## config.mk

```make
export PLATFORM = sky130hd
export DESIGN_NAME = data_island_scheduler
export DESIGN_NICKNAME = d
export VERILOG_FILES = /design/src/rtl/hdmi_pkg.sv /design/src/rtl/rr_arbiter.sv /design/src/rtl/data_island_scheduler.sv
export SDC_FILE = /design/constraint.sdc
export NUM_CORES = 1
export LEC_CHECK = 0
export ABC_CLOCK_PERIOD_IN_PS = 5100
export BUFFER_PORTS_ARGS = -buffer_cell sky130_fd_sc_hd__buf_2
export CAP_MARGIN = 40
export CORE_MARGIN = 2
export CORE_UTILIZATION = 45
export CTS_BUF_LIST = sky130_fd_sc_hd__clkbuf_2
export DETAILED_ROUTE_END_ITERATION = 16
export PLACE_DENSITY = 0.68
export SYNTH_ARGS = -nofsm -noshare
export SYNTH_HDL_FRONTEND = slang
export SYNTH_SLANG_ARGS = --single-unit
```

## constraint.sdc

```tcl
create_clock -name clk_pixel -period 5.1 [get_ports clk_pixel]
set_input_delay 1.02 -clock clk_pixel [delete_from_list [all_inputs] [get_ports clk_pixel]]
set_output_delay 1.02 -clock clk_pixel [all_outputs]
set_load 0.005 [all_outputs]
```

## src/rtl/hdmi_pkg.sv

```systemverilog
// Shared types and timing constants for the HDMI data-island scheduler.
package hdmi_pkg;

    // Scheduler phases, in the order a complete island walks through them.
    typedef enum logic [2:0] {
        IDLE,
        PREAMBLE,
        LEAD_GB,
        PACKET,
        TRAIL_GB,
        GAP
    } state_t;

    localparam int PREAMBLE_LEN = 8;
    localparam int GB_LEN       = 2;
    localparam int PKT_LEN      = 32;
    localparam int GAP_LEN      = 4;

endpackage

```

## src/rtl/rr_arbiter.sv

```systemverilog
// Round-robin arbiter: combinational pick, registered last-granted pointer.
module rr_arbiter #(
    parameter int NUM_SRC = 4,
    localparam int IDX_W  = $clog2(NUM_SRC)
) (
    input  logic               clk,
    input  logic               rst_n,
    input  logic [NUM_SRC-1:0] req,
    input  logic               update,
    output logic               pick_valid,
    output logic [IDX_W-1:0]   pick_idx
);

    logic [IDX_W-1:0] last;

    // Search from the source after the last winner; walking the offsets
    // downwards lets the nearest asserted request overwrite farther ones.
    always_comb begin
        // NOTE: defaults first so every path assigns every output (no latch).
        pick_valid = 1'b0;
        pick_idx   = last;
        for (int i = NUM_SRC; i >= 1; i--) begin
            if (req[(int'(last) + i) % NUM_SRC]) begin
                pick_valid = 1'b1;
                pick_idx   = IDX_W'((int'(last) + i) % NUM_SRC);
            end
        end
    end

    // Remember the winner; resetting to the top index gives source 0 first turn.
    always_ff @(posedge clk or negedge rst_n) begin
        if (!rst_n) begin
            last <= IDX_W'(NUM_SRC - 1);
        end else if (update) begin
            // NOTE: registered state uses non-blocking assignment.
            last <= pick_idx;
        end
    end

endmodule

```

## src/rtl/data_island_scheduler.sv

```systemverilog
// Schedules HDMI data islands inside blanking: preamble, guard bands,
// round-robin packet grants and the trailing gap before the next island.
module data_island_scheduler
    import hdmi_pkg::*;
#(
    parameter int NUM_SRC     = 4,
    parameter int MAX_PACKETS = 18,
    parameter int CTL_MIN     = 12
) (
    input  logic                       clk_pixel,
    input  logic                       reset_n,
    input  logic                       blank,
    input  logic [11:0]                blank_remaining,
    input  logic [NUM_SRC-1:0]         req,
    output logic [NUM_SRC-1:0]         grant,
    output logic [$clog2(NUM_SRC)-1:0] sel,
    output logic                       preamble,
    output logic                       guard_band,
    output logic                       data_island_period,
    output logic [4:0]                 pkt_counter,
    output logic                       overrun
);

    localparam int IDX_W = $clog2(NUM_SRC);
    localparam int CNT_W = $clog2(MAX_PACKETS + 1);

    // An island needs 8+2+32+2 pixels plus the control period behind it;
    // a further packet needs 32+2 more after the current pixel.
    localparam logic [11:0]      START_MIN = 12'(44 + CTL_MIN);
    localparam logic [11:0]      NEXT_MIN  = 12'(35 + CTL_MIN);
    localparam logic [2:0]       PRE_LAST  = 3'(PREAMBLE_LEN - 1);
    localparam logic [2:0]       GB_LAST   = 3'(GB_LEN - 1);
    localparam logic [2:0]       GAP_LAST  = 3'(GAP_LEN - 1);
    localparam logic [4:0]       PKT_LAST  = 5'(PKT_LEN - 1);
    localparam logic [CNT_W-1:0] PKT_MAX   = CNT_W'(MAX_PACKETS);

    logic [1:0]       rst_sync;
    logic             rst_int_n;
    state_t           state;
    logic [2:0]       phase;
    logic [CNT_W-1:0] pkt_sent;
    logic             pick_valid;
    logic [IDX_W-1:0] pick_idx;
    logic             abort;
    logic             start;
    logic             lead_last;
    logic             pkt_last;
    logic             next_ok;
    logic             grant_en;

    // Assert immediately, release two clocks later in step with clk_pixel.
    always_ff @(posedge clk_pixel or negedge reset_n) begin
        // NOTE: async assert / sync deassert avoids recovery violations on release.
        if (!reset_n) rst_sync <= 2'b00;
        else          rst_sync <= {rst_sync[0], 1'b1};
    end

    assign rst_int_n = rst_sync[1];

    assign abort     = (state inside {PREAMBLE, LEAD_GB, PACKET, TRAIL_GB}) && !blank;
    assign start     = (state == IDLE) && blank && (|req) && (blank_remaining >= START_MIN);
    assign lead_last = (state == LEAD_GB) && (phase == GB_LAST);
    assign pkt_last  = (state == PACKET) && (pkt_counter == PKT_LAST);
    assign next_ok   = (pkt_sent < PKT_MAX) && (blank_remaining >= NEXT_MIN);
    assign grant_en  = blank && pick_valid && (lead_last || (pkt_last && next_ok));
    assign grant     = grant_en ? (NUM_SRC'(1) << pick_idx) : '0;

    rr_arbiter #(.NUM_SRC(NUM_SRC)) u_arb (
        .clk        (clk_pixel),
        .rst_n      (rst_int_n),
        .req        (req),
        .update     (grant_en),
        .pick_valid (pick_valid),
        .pick_idx   (pick_idx)
    );

    // Island sequencer with registered control outputs.
    always_ff @(posedge clk_pixel or negedge rst_int_n) begin
        if (!rst_int_n) begin
            state              <= IDLE;
            phase              <= '0;
            pkt_sent           <= '0;
            sel                <= '0;
            preamble           <= 1'b0;
            guard_band         <= 1'b0;
            data_island_period <= 1'b0;
            pkt_counter        <= '0;
            overrun            <= 1'b0;
        end else begin
            overrun <= 1'b0;
            if (grant_en) sel <= pick_idx;

            if (abort) begin
                state              <= IDLE;
                phase              <= '0;
                preamble           <= 1'b0;
                guard_band         <= 1'b0;
                data_island_period <= 1'b0;
                pkt_counter        <= '0;
                overrun            <= 1'b1;
            end else begin
                case (state)
                    IDLE: begin
                        if (start) begin
                            state    <= PREAMBLE;
                            phase    <= '0;
                            preamble <= 1'b1;
                        end
                    end
                    PREAMBLE: begin
                        if (phase == PRE_LAST) begin
                            state      <= LEAD_GB;
                            phase      <= '0;
                            preamble   <= 1'b0;
                            guard_band <= 1'b1;
                        end else begin
                            phase <= phase + 3'd1;
                        end
                    end
                    LEAD_GB: begin
                        // The first packet always goes out, empty if nobody was granted.
                        if (phase == GB_LAST) begin
                            state              <= PACKET;
                            phase              <= '0;
                            guard_band         <= 1'b0;
                            data_island_period <= 1'b1;
                            pkt_counter        <= '0;
                            pkt_sent           <= CNT_W'(1);
                        end else begin
                            phase <= phase + 3'd1;
                        end
                    end
                    PACKET: begin
                        if (!pkt_last) begin
                            pkt_counter <= pkt_counter + 5'd1;
                        end else if (grant_en) begin
                            pkt_counter <= '0;
                            pkt_sent    <= pkt_sent + CNT_W'(1);
                        end else begin
                            state              <= TRAIL_GB;
                            data_island_period <= 1'b0;
                            guard_band         <= 1'b1;
                            pkt_counter        <= '0;
                        end
                    end
                    TRAIL_GB: begin
                        if (phase == GB_LAST) begin
                            state      <= GAP;
                            phase      <= '0;
                            guard_band <= 1'b0;
                        end else begin
                            phase <= phase + 3'd1;
                        end
                    end
                    GAP: begin
                        if (phase == GAP_LAST) begin
                            state <= IDLE;
                            phase <= '0;
                        end else begin
                            phase <= phase + 3'd1;
                        end
                    end
                    default: state <= IDLE;
                endcase
            end
        end
    end

endmodule

```

Yosys cells after proc, flatten, opt, wreduce, memory -nomap -nowiden
Cells that the tools add are included.

Muxes and demuxes: 60. Equal/unequal tests: 20. Reductions and logical operators: 32. Shifts and indexed selects: 1. Bitwise logic cells: 5. $lt $le $gt $ge: 7. Add/sub/neg operators: 7.

Operators by type and width (count): 3-bit two-way mux (13); 5-bit two-way mux (6); 1-bit two-way mux (25); 12-bit by 6-bit >= comparator with 1-bit output, second input constant (2); 5-bit case mux with 2 select lines (2); 3-bit case mux with 6 select lines (1); 3-bit by 4-bit less-than comparator with 1-bit output, second input constant (4); 3-bit != test, second input constant (4); 3-bit case mux with 4 select lines (1); 5-bit by 1-bit adder with 5-bit output, second input constant (2); 1-bit logical AND (10); 5-bit AND reduction (2); 2-bit OR reduction (5); 3-bit by 2-bit == test with 1-bit output, second input constant (3); 3-bit == test, second input constant (3); 3-bit by 2-bit != test with 1-bit output, second input constant (3); 1-bit binary-select mux with 2-bit select (4); 2-bit two-way mux (4); 4-bit nonzero test (2); 7-bit AND reduction (1); 3-bit by 1-bit == test with 1-bit output, second input constant (2); 3-bit nonzero test (2); 5-bit == test, second input constant (1); 5-bit less-than comparator, second input constant (1); 21 further kinds (29).

Output and inout bits: 15. Register bits: 26. Input bits: 19.

Depth between registers and ports, before layout
Gate-level depths: netlist of the first run.

Depth after elaboration: 16. Depth in mapped cells: 9. Depth with buffers taken out: 8.

By module
From an unflattened synthesis of the first run, not the netlist that was laid out.

Cells, all modules: 194. Area total of the unflattened synthesis: 1762.9 um2.

Modules (own cells, without submodules): data_island_scheduler (instances 1, area each 1524.0 um2, cells each 165, seq. area each 600.6 um2); rr_arbiter (instances 1, area each 239.0 um2, cells each 29, seq. area each 52.6 um2).

Least setup slack after synthesis of the first run
No wires, ideal clock.

Path kind: input port to output port. Start point: in blank_remaining[11]. End point: out grant[3]. Arrival time: 2572 ps. Slack: 1508 ps. Required time: 4080 ps. Stages: 6. Path through: or4_4 > a2111oi_4 > o21ai_1 > and2_1 > clkbuf_1 > and3b_1.

Cells in the longest elaborated chain, start to end: 6.

RTL lines: start, declared (line data_island_scheduler.sv:13) `input logic [11:0] blank_remaining,`; 12-bit by 6-bit >= comparator with 1-bit output (line data_island_scheduler.sv:64) `assign next_ok = (pkt_sent < PKT_MAX) && (blank_remaining >= NEXT_MIN);`; 1-bit logical AND (line data_island_scheduler.sv:64); 1-bit logical AND (line data_island_scheduler.sv:65) `assign grant_en = blank && pick_valid && (lead_last || (pkt_last && next_ok));`; 1-bit logical OR (line data_island_scheduler.sv:65); 1-bit logical AND (line data_island_scheduler.sv:65); 4-bit two-way mux (line data_island_scheduler.sv:66) `assign grant = grant_en ? (NUM_SRC'(1) << pick_idx) : '0;`; end, declared (line data_island_scheduler.sv:15) `output logic [NUM_SRC-1:0] grant,`.

Every way passes these cells.

Worst setup path after layout of the first run
Start point: in blank_remaining[11]. End point: out grant[1].

The elaborated chain is that of the path after synthesis.

==> flow_summary.json, run 1 <==
{
  "yosys_warnings": 0,
  "ys_seq_area_share_pct": 40.3,
  "finalSetupViolCount": 0,
  "hp-class": "reg -> async",
  "hold_viol": 0,
  "tns_ns": 0,
  "cp-end-kind": "primary output",
  "routabilityCongestion": 0.816,
  "max_freq_mhz": 262,
  "wire_per_inst_um": 14.7,
  "met3_usage_pct": 1.76,
  "grt_pass1_vias": 1515,
  "numPlacedInstances": 249,
  "synthCells": 176,
  "yosys_register_bits": 26,
  "grt_max_degree": 20,
  "synth_top_cell_area_share_pct": 37.0,
  "insertion_delay_ns": 0.36,
  "worst_r2r_path_depth": 8,
  "cts_tree": "built",
  "p_leak_nw": 0.914,
  "syn_to_final_growth_pct": 16.6,
  "syn_nets": 203,
  "r2r_end": "state[0]",
  "cts.sinks": 26,
  "synth.cells.most_frequent": "dfrtp_1, o21ai_0, nand2_1",
  "ys_types": 49,
  "worst_setup_path_start_kind": "input port",
  "htree_levels": 1,
  "synth_edf_count": 0,
  "synth_flop_cell": "dfrtp_1",
  "dpl.hpwl_um": 2840,
  "cts_buffer_depth": 2,
  "io_pins": 34,
  "nets": 235,
  "clockRootBuffer": "clkbuf_2",
  "finClkSkew_ns": 0.0137,
  "cts_buffers": 3,
  "min_period_over_period_pct": 74.9,
  "die_x_um": 64.0,
  "drc_errors": 0,
  "fin_crit_ns": 3.82,
  "tightestPinTransition_ns": 0.590,
  "ir_drop_uv": 145,
  "outcome": "finished clean",
  "reg2reg_from": "pkt_counter[0]",
  "use_met2_pct": 35.7,
  "ys_async_sr_fraction_pct": 100,
  "grt.met1_usage_pct": 25.5,
  "syn_avg_cell_area_um2": 9.21,
  "dr.pass1.iters": 4,
  "dieArea_um2": 4100,
  "power_density_nw_per_um2": 417,
  "via_count": 1477,
  "yosysTopAreaCell": "dfrtp_1",
  "r2r_setup_slack_ns": 2.53,
  "core_area_um2": 3390,
  "cap_violations": 0,
  "grt_pass1_wl_um": 6600,
  "ctsResizeCount": 0,
  "yosys-top-cells-area": "dfrtp_1, ha_1, o21ai_0",
  "start_util_pct": 47.8,
  "ant_nets": 0,
  "wirelength_um": 3710,
  "die_h_um": 64.0,
  "grt_usage_pct": 19.9,
  "port_buffers": 33,
  "yosysMostFrequentCell": "dfrtp_1",
  "fp-row-count": 21,
  "rsz0062_at_grt": "no",
  "vias_per_cell": 5.84,
  "gr-total-overflow": 0,
  "synthesis.area_um2": 1620,
  "path_max_fanout": 6,
  "layout-drive-gt1-share_pct": 22.2,
  "drtIter0Drc": 35,
  "hold_buffers": 0,
  "slew_headroom_pct": 60.5,
  "post-cts-setup-buffers": 0,
  "crit_type": "in -> out",
  "clk_pin_slew_ns": 0.24,
  "top_usage_layer": "met2",
  "crit_arrival_ns": 2.80,
  "crit_required_ns": 4.08,
  "antennaDiodeCount": 0,
  "grt_antenna_before_repair": 0,
  "maxSlewViolCount": 0,
  "instances_no_fill": 253
}
-- worst max-delay path, stage by stage --
cell	delay (ns)
buf_2	0.10
or4_4	0.55
a2111oi_4	0.47
o21ai_1	0.12
and2_1	0.23
nor3b_1	0.16
buf_2	0.15
-- worst max-delay path by stage --
stage | start | cells after the start | slack, ns | end
after floorplan | blank_remaining[11] | 6 | 1.51 | grant[3]
after CTS | blank_remaining[11] | 7 | 1.28 | grant[1]
after global routing | blank_remaining[11] | 7 | 1.15 | grant[3]
after global placement | blank_remaining[11] | 7 | 1.31 | grant[3]
after detailed placement | blank_remaining[11] | 7 | 1.29 | grant[3]
final | blank_remaining[11] | 7 | 1.28 | grant[1]
-- routing by layer --
layer | vias to the layer above | part of all wire (%) | wire, um
met3 | 5 | 4.1 | 154
met2 | 43 | 49 | 1820
met4 | 0 | 1.0 | 37
met1 | 719 | 46 | 1700
li1 | 710 | - | -
met5 | - | 0 | 0
-- through the flow --
step | total power [mW] | setup WS, ns | hold slack (ns) | utilization [%] | area, um2
after global routing | 0.854 | 1.15 | 0.219 | 55.8 | 1890
after floorplan | 0.558 | 1.51 | 0.306 | - | 1620
after global placement | 0.635 | 1.31 | 0.338 | 53.6 | 1820
final | 0.788 | 1.28 | 0.191 | 55.8 | 1890
after detailed placement | 0.657 | 1.29 | 0.183 | 54.4 | 1850
after CTS | 0.790 | 1.28 | 0.206 | 55.8 | 1890
-- placed cells by master, fill, tap and decap left out, types with 3 or more instances in the layout --
| cell | count |
|---|---|
| buf_2 | 33 |
| and3_1 | 3 |
| nand2_1 | 14 |
| nand2b_1 | 6 |
| clkbuf_2 | 3 |
| o22ai_1 | 5 |
| inv_1 | 8 |
| ha_1 | 8 |
| o21ai_1 | 3 |
| o21ai_0 | 15 |
| nand3_1 | 7 |
| nor2b_1 | 5 |
| dfrtp_1 | 24 |
| a21oi_1 | 6 |
| nor2_1 | 13 |
| nor3b_1 | 4 |
| o21a_1 | 4 |
-- sequential cells by signal (all words and copies together), names as in the netlist, 2 cells and up --
| signal | cells |
|---|---|
| state | 3 |
| sel | 2 |
| phase | 3 |
| pkt_sent | 5 |
| rst_sync | 2 |
| pkt_counter | 5 |
| u_arb.last | 2 |
-- area by class of cell --
class                           instances  area (um2)
Inverter                                8        30.0
Clock buffer                            3        15.0
Clock inverter                          1        30.0
Tap cell                               46        57.6
Sequential cell                        26         653
Timing Repair Buffer                   34         193
Fill cell                             302        1500
Multi-Input combinational cell        135         912
-- where the power goes --
part,internal (mW),switching (mW),leakage [nW]
Clock,0.0674,0.0648,0.0266
Sequential,0.264,0.0774,0.337
Combinational,0.147,0.167,0.550
Total,0.479,0.309,0.914
-- cells by family (layout without fill, tap and decap cells) --
kind of cell	Yosys count	after routing	share of synthesized area (%)
buf+inv	15	46	3.47
mux	4	4	2.93
simple gates	67	67	22.8
fa+ha+maj	8	8	6.17
compound gates	52	52	22.5
flops	26	26	40.3
other cells	1	1	0.231
xor+xnor	3	3	1.62
Note: power is estimated with default switching activity, not from simulation.
==> inputs of run 2 (changes only) <==
- ABC_AREA: unset -> 1
- ABC_CLOCK_PERIOD_IN_PS: 5100 -> 3900
- PLACE_DENSITY: 0.68 -> 0.67
- clock period: 5.1 -> 3.9 ns (I/O delays scaled with it)
==> flow_summary.json, run 2 <==
{
  "fin_crit_ns": 3.16,
  "dpl.hpwl_um": 2860,
  "power_density_nw_per_um2": 667,
  "cap_violations": 0,
  "dieArea_um2": 4350,
  "p_leak_nw": 1.09,
  "syn_to_final_growth_pct": 16.2,
  "clockRootBuffer": "clkbuf_2",
  "die_h_um": 66.0,
  "clk_pin_slew_ns": 0.27,
  "p_int_mw": 0.714,
  "outcome": "finished clean",
  "nets": 308,
  "io_pins": 34,
  "wirelength_um": 3620,
  "grt_antenna_before_repair": 0,
  "p_clk_share_pct": 13.0,
  "worst_r2r_path_depth": 12,
  "max_freq_mhz": 316,
  "ys_types": 31,
  "yosys_register_bits": 26,
  "grt_pass1_vias": 1584,
  "cp-end-kind": "primary output",
  "power_switching_mw": 0.626,
  "syn_nets": 270,
  "p_sw_share_pct": 46.7,
  "cts_buffer_depth": 2,
  "grt_usage_pct": 19.0,
  "drc_errors": 0,
  "mostFrequentLayoutCell": "nand2_1",
  "post-cts-setup-buffers": 0,
  "ctsResizeCount": 0,
  "yosysTopAreaCell": "dfrtp_1",
  "p_comb_share_pct": 52.6,
  "rsz0062_at_grt": "no",
  "cts_buffers": 3,
  "gr-total-overflow": 0,
  "finish.instance_area_um2": 2010,
  "dpl_cell_area_um2": 1960,
  "tightestPinTransition_ns": 0.546,
  "synth.cells.most_frequent": "nand2_1, nor2_1, dfrtp_1, inv_1, nand3_1",
  "crit_required_ns": 3.12,
  "layout-drive-gt1-share_pct": 21.8,
  "core_area_um2": 3690,
  "crit_arrival_ns": 2.38,
  "synthesis.area_um2": 1730,
  "p_seq_share_pct": 34.5,
  "whs_ns": 0.147,
  "reg_top3": "pkt_counter (5), pkt_sent (5)",
  "slew_headroom_pct": 63.6,
  "maxSlewViolCount": 0,
  "synthCells": 243,
  "tns_ns": 0,
  "dr.pass1.iters": 5,
  "ys_async_sr_fraction_pct": 100,
  "synth_flop_cell": "dfrtp_1",
  "wire_per_inst_um": 11.0,
  "mostFrequentLayoutCells": "nand2_1, buf_2, nor2_1",
  "min_period_over_period_pct": 81.1,
  "vias_per_cell": 4.95,
  "drtIter0Drc": 92,
  "routabilityCongestion": 0.858,
  "hp-class": "in -> async",
  "yosys_warnings": 0,
  "fp-row-count": 22,
  "hold_buffers": 0,
  "htree_levels": 1,
  "synth_edf_count": 0,
  "crit_type": "reg -> out",
  "cts.sinks": 26,
  "finClkSkew_ns": 0.0195,
  "cts_tree": "built",
  "path_max_fanout": 6,
  "syn_avg_cell_area_um2": 7.12,
  "start_util_pct": 46.9,
  "hold_viol": 0,
  "via_count": 1623,
  "ir_drop_uv": 324,
  "port_buffers": 33,
  "ys_seq_area_share_pct": 37.8,
  "ant_nets": 0,
  "synth_top_cell_area_share_pct": 34.7,
  "yosys-top-cells-area": "dfrtp_1, nand2_1, nor2_1",
  "finalSetupViolCount": 0,
  "yosysMostFrequentCell": "nand2_1",
  "grt_pass1_wl_um": 6570,
  "insertion_delay_ns": 0.37,
  "die_x_um": 66.0,
  "antennaDiodeCount": 0,
  "grt_max_degree": 16,
  "worst_setup_path_start_kind": "flop"
}
## run 2: worst paths after layout
| kind | start | slack [ns] | endpoint |
|---|---|---|---|
| setup / recovery | pkt_counter[0] | 0.74 | grant[1] |
| hold / removal | reset_n | 0.15 | rst_sync[1] |
| setup reg to reg | pkt_counter[0] | 1.93 | pkt_sent[3] |
| hold reg to reg | rst_sync[1] | 0.21 | guard_band |
| max in group asynchronous | rst_sync[1] | 3.11 | u_arb.last[0] |
| min in group clk_pixel | rst_sync[0] | 0.39 | rst_sync[1] |
## run 2: worst max-delay path, cell delays in order, from the launching register on
cell and delay, ns:
dfrtp_1 0.47, ha_1 0.18, inv_1 0.05, nor3_1 0.16, ha_1 0.21, nand3_1 0.09
nor2_1 0.13, nand2_1 0.06, nand2_1 0.09, nand2_1 0.12, inv_2 0.12, nand3_1 0.12
nor2_1 0.10, buf_2 0.12
## run 2: kinds of logic after synthesis
family | Yosys count | share of synthesized area, %
AND/OR/NAND/NOR | 142 | 36.3
buffers and inverters | 32 | 7.02
AO/OA/AOI/OAI | 30 | 10.9
flip-flops | 26 | 37.8
adder cells (fa/ha/maj) | 8 | 5.79
XOR/XNOR | 4 | 2.03
other | 1 | 0.217
## run 2: final cells by class
type,instances,area [um2]
repair buffers,34,180
clock buffers,3,15.0
flip-flops and latches,26,653
inverters,31,116
well taps,48,60.1
multi-input cells,185,955
clock inverters,1,30.0
fillers,373,1680
## run 2: metal layers
layer / up-vias / global-route usage, % / routed length [um]
li1: 853 / - / -
met1: 736 / 25.3 / 1740
met2: 30 / 31.4 / 1700
met3: 4 / 2.73 / 146
met4: 0 / 6.63 / 31
met5: - / 0 / 0
## run 2: power groups by stage
stage | Combinational (mW) | Sequential (mW) | Clock (mW)
after floorplan | 0.552 | 0.450 | 0
after global placement | 0.700 | 0.471 | 0
after detailed placement | 0.707 | 0.469 | 0
after global routing | 0.816 | 0.480 | 0.189
after CTS | 0.709 | 0.462 | 0.180
final | 0.705 | 0.462 | 0.174
## run 2: stage by stage
stage | utilization [%] | total power [mW] | instances | setup WS [ns]
after floorplan | - | 1.00 | 243 | 1.48
after global placement | 52.8 | 1.17 | 323 | 1.22
after detailed placement | 53.3 | 1.18 | 324 | 1.17
after CTS | 54.5 | 1.35 | 328 | 0.693
after global routing | 54.5 | 1.48 | 328 | 0.479
final | 54.5 | 1.34 | 328 | 0.736
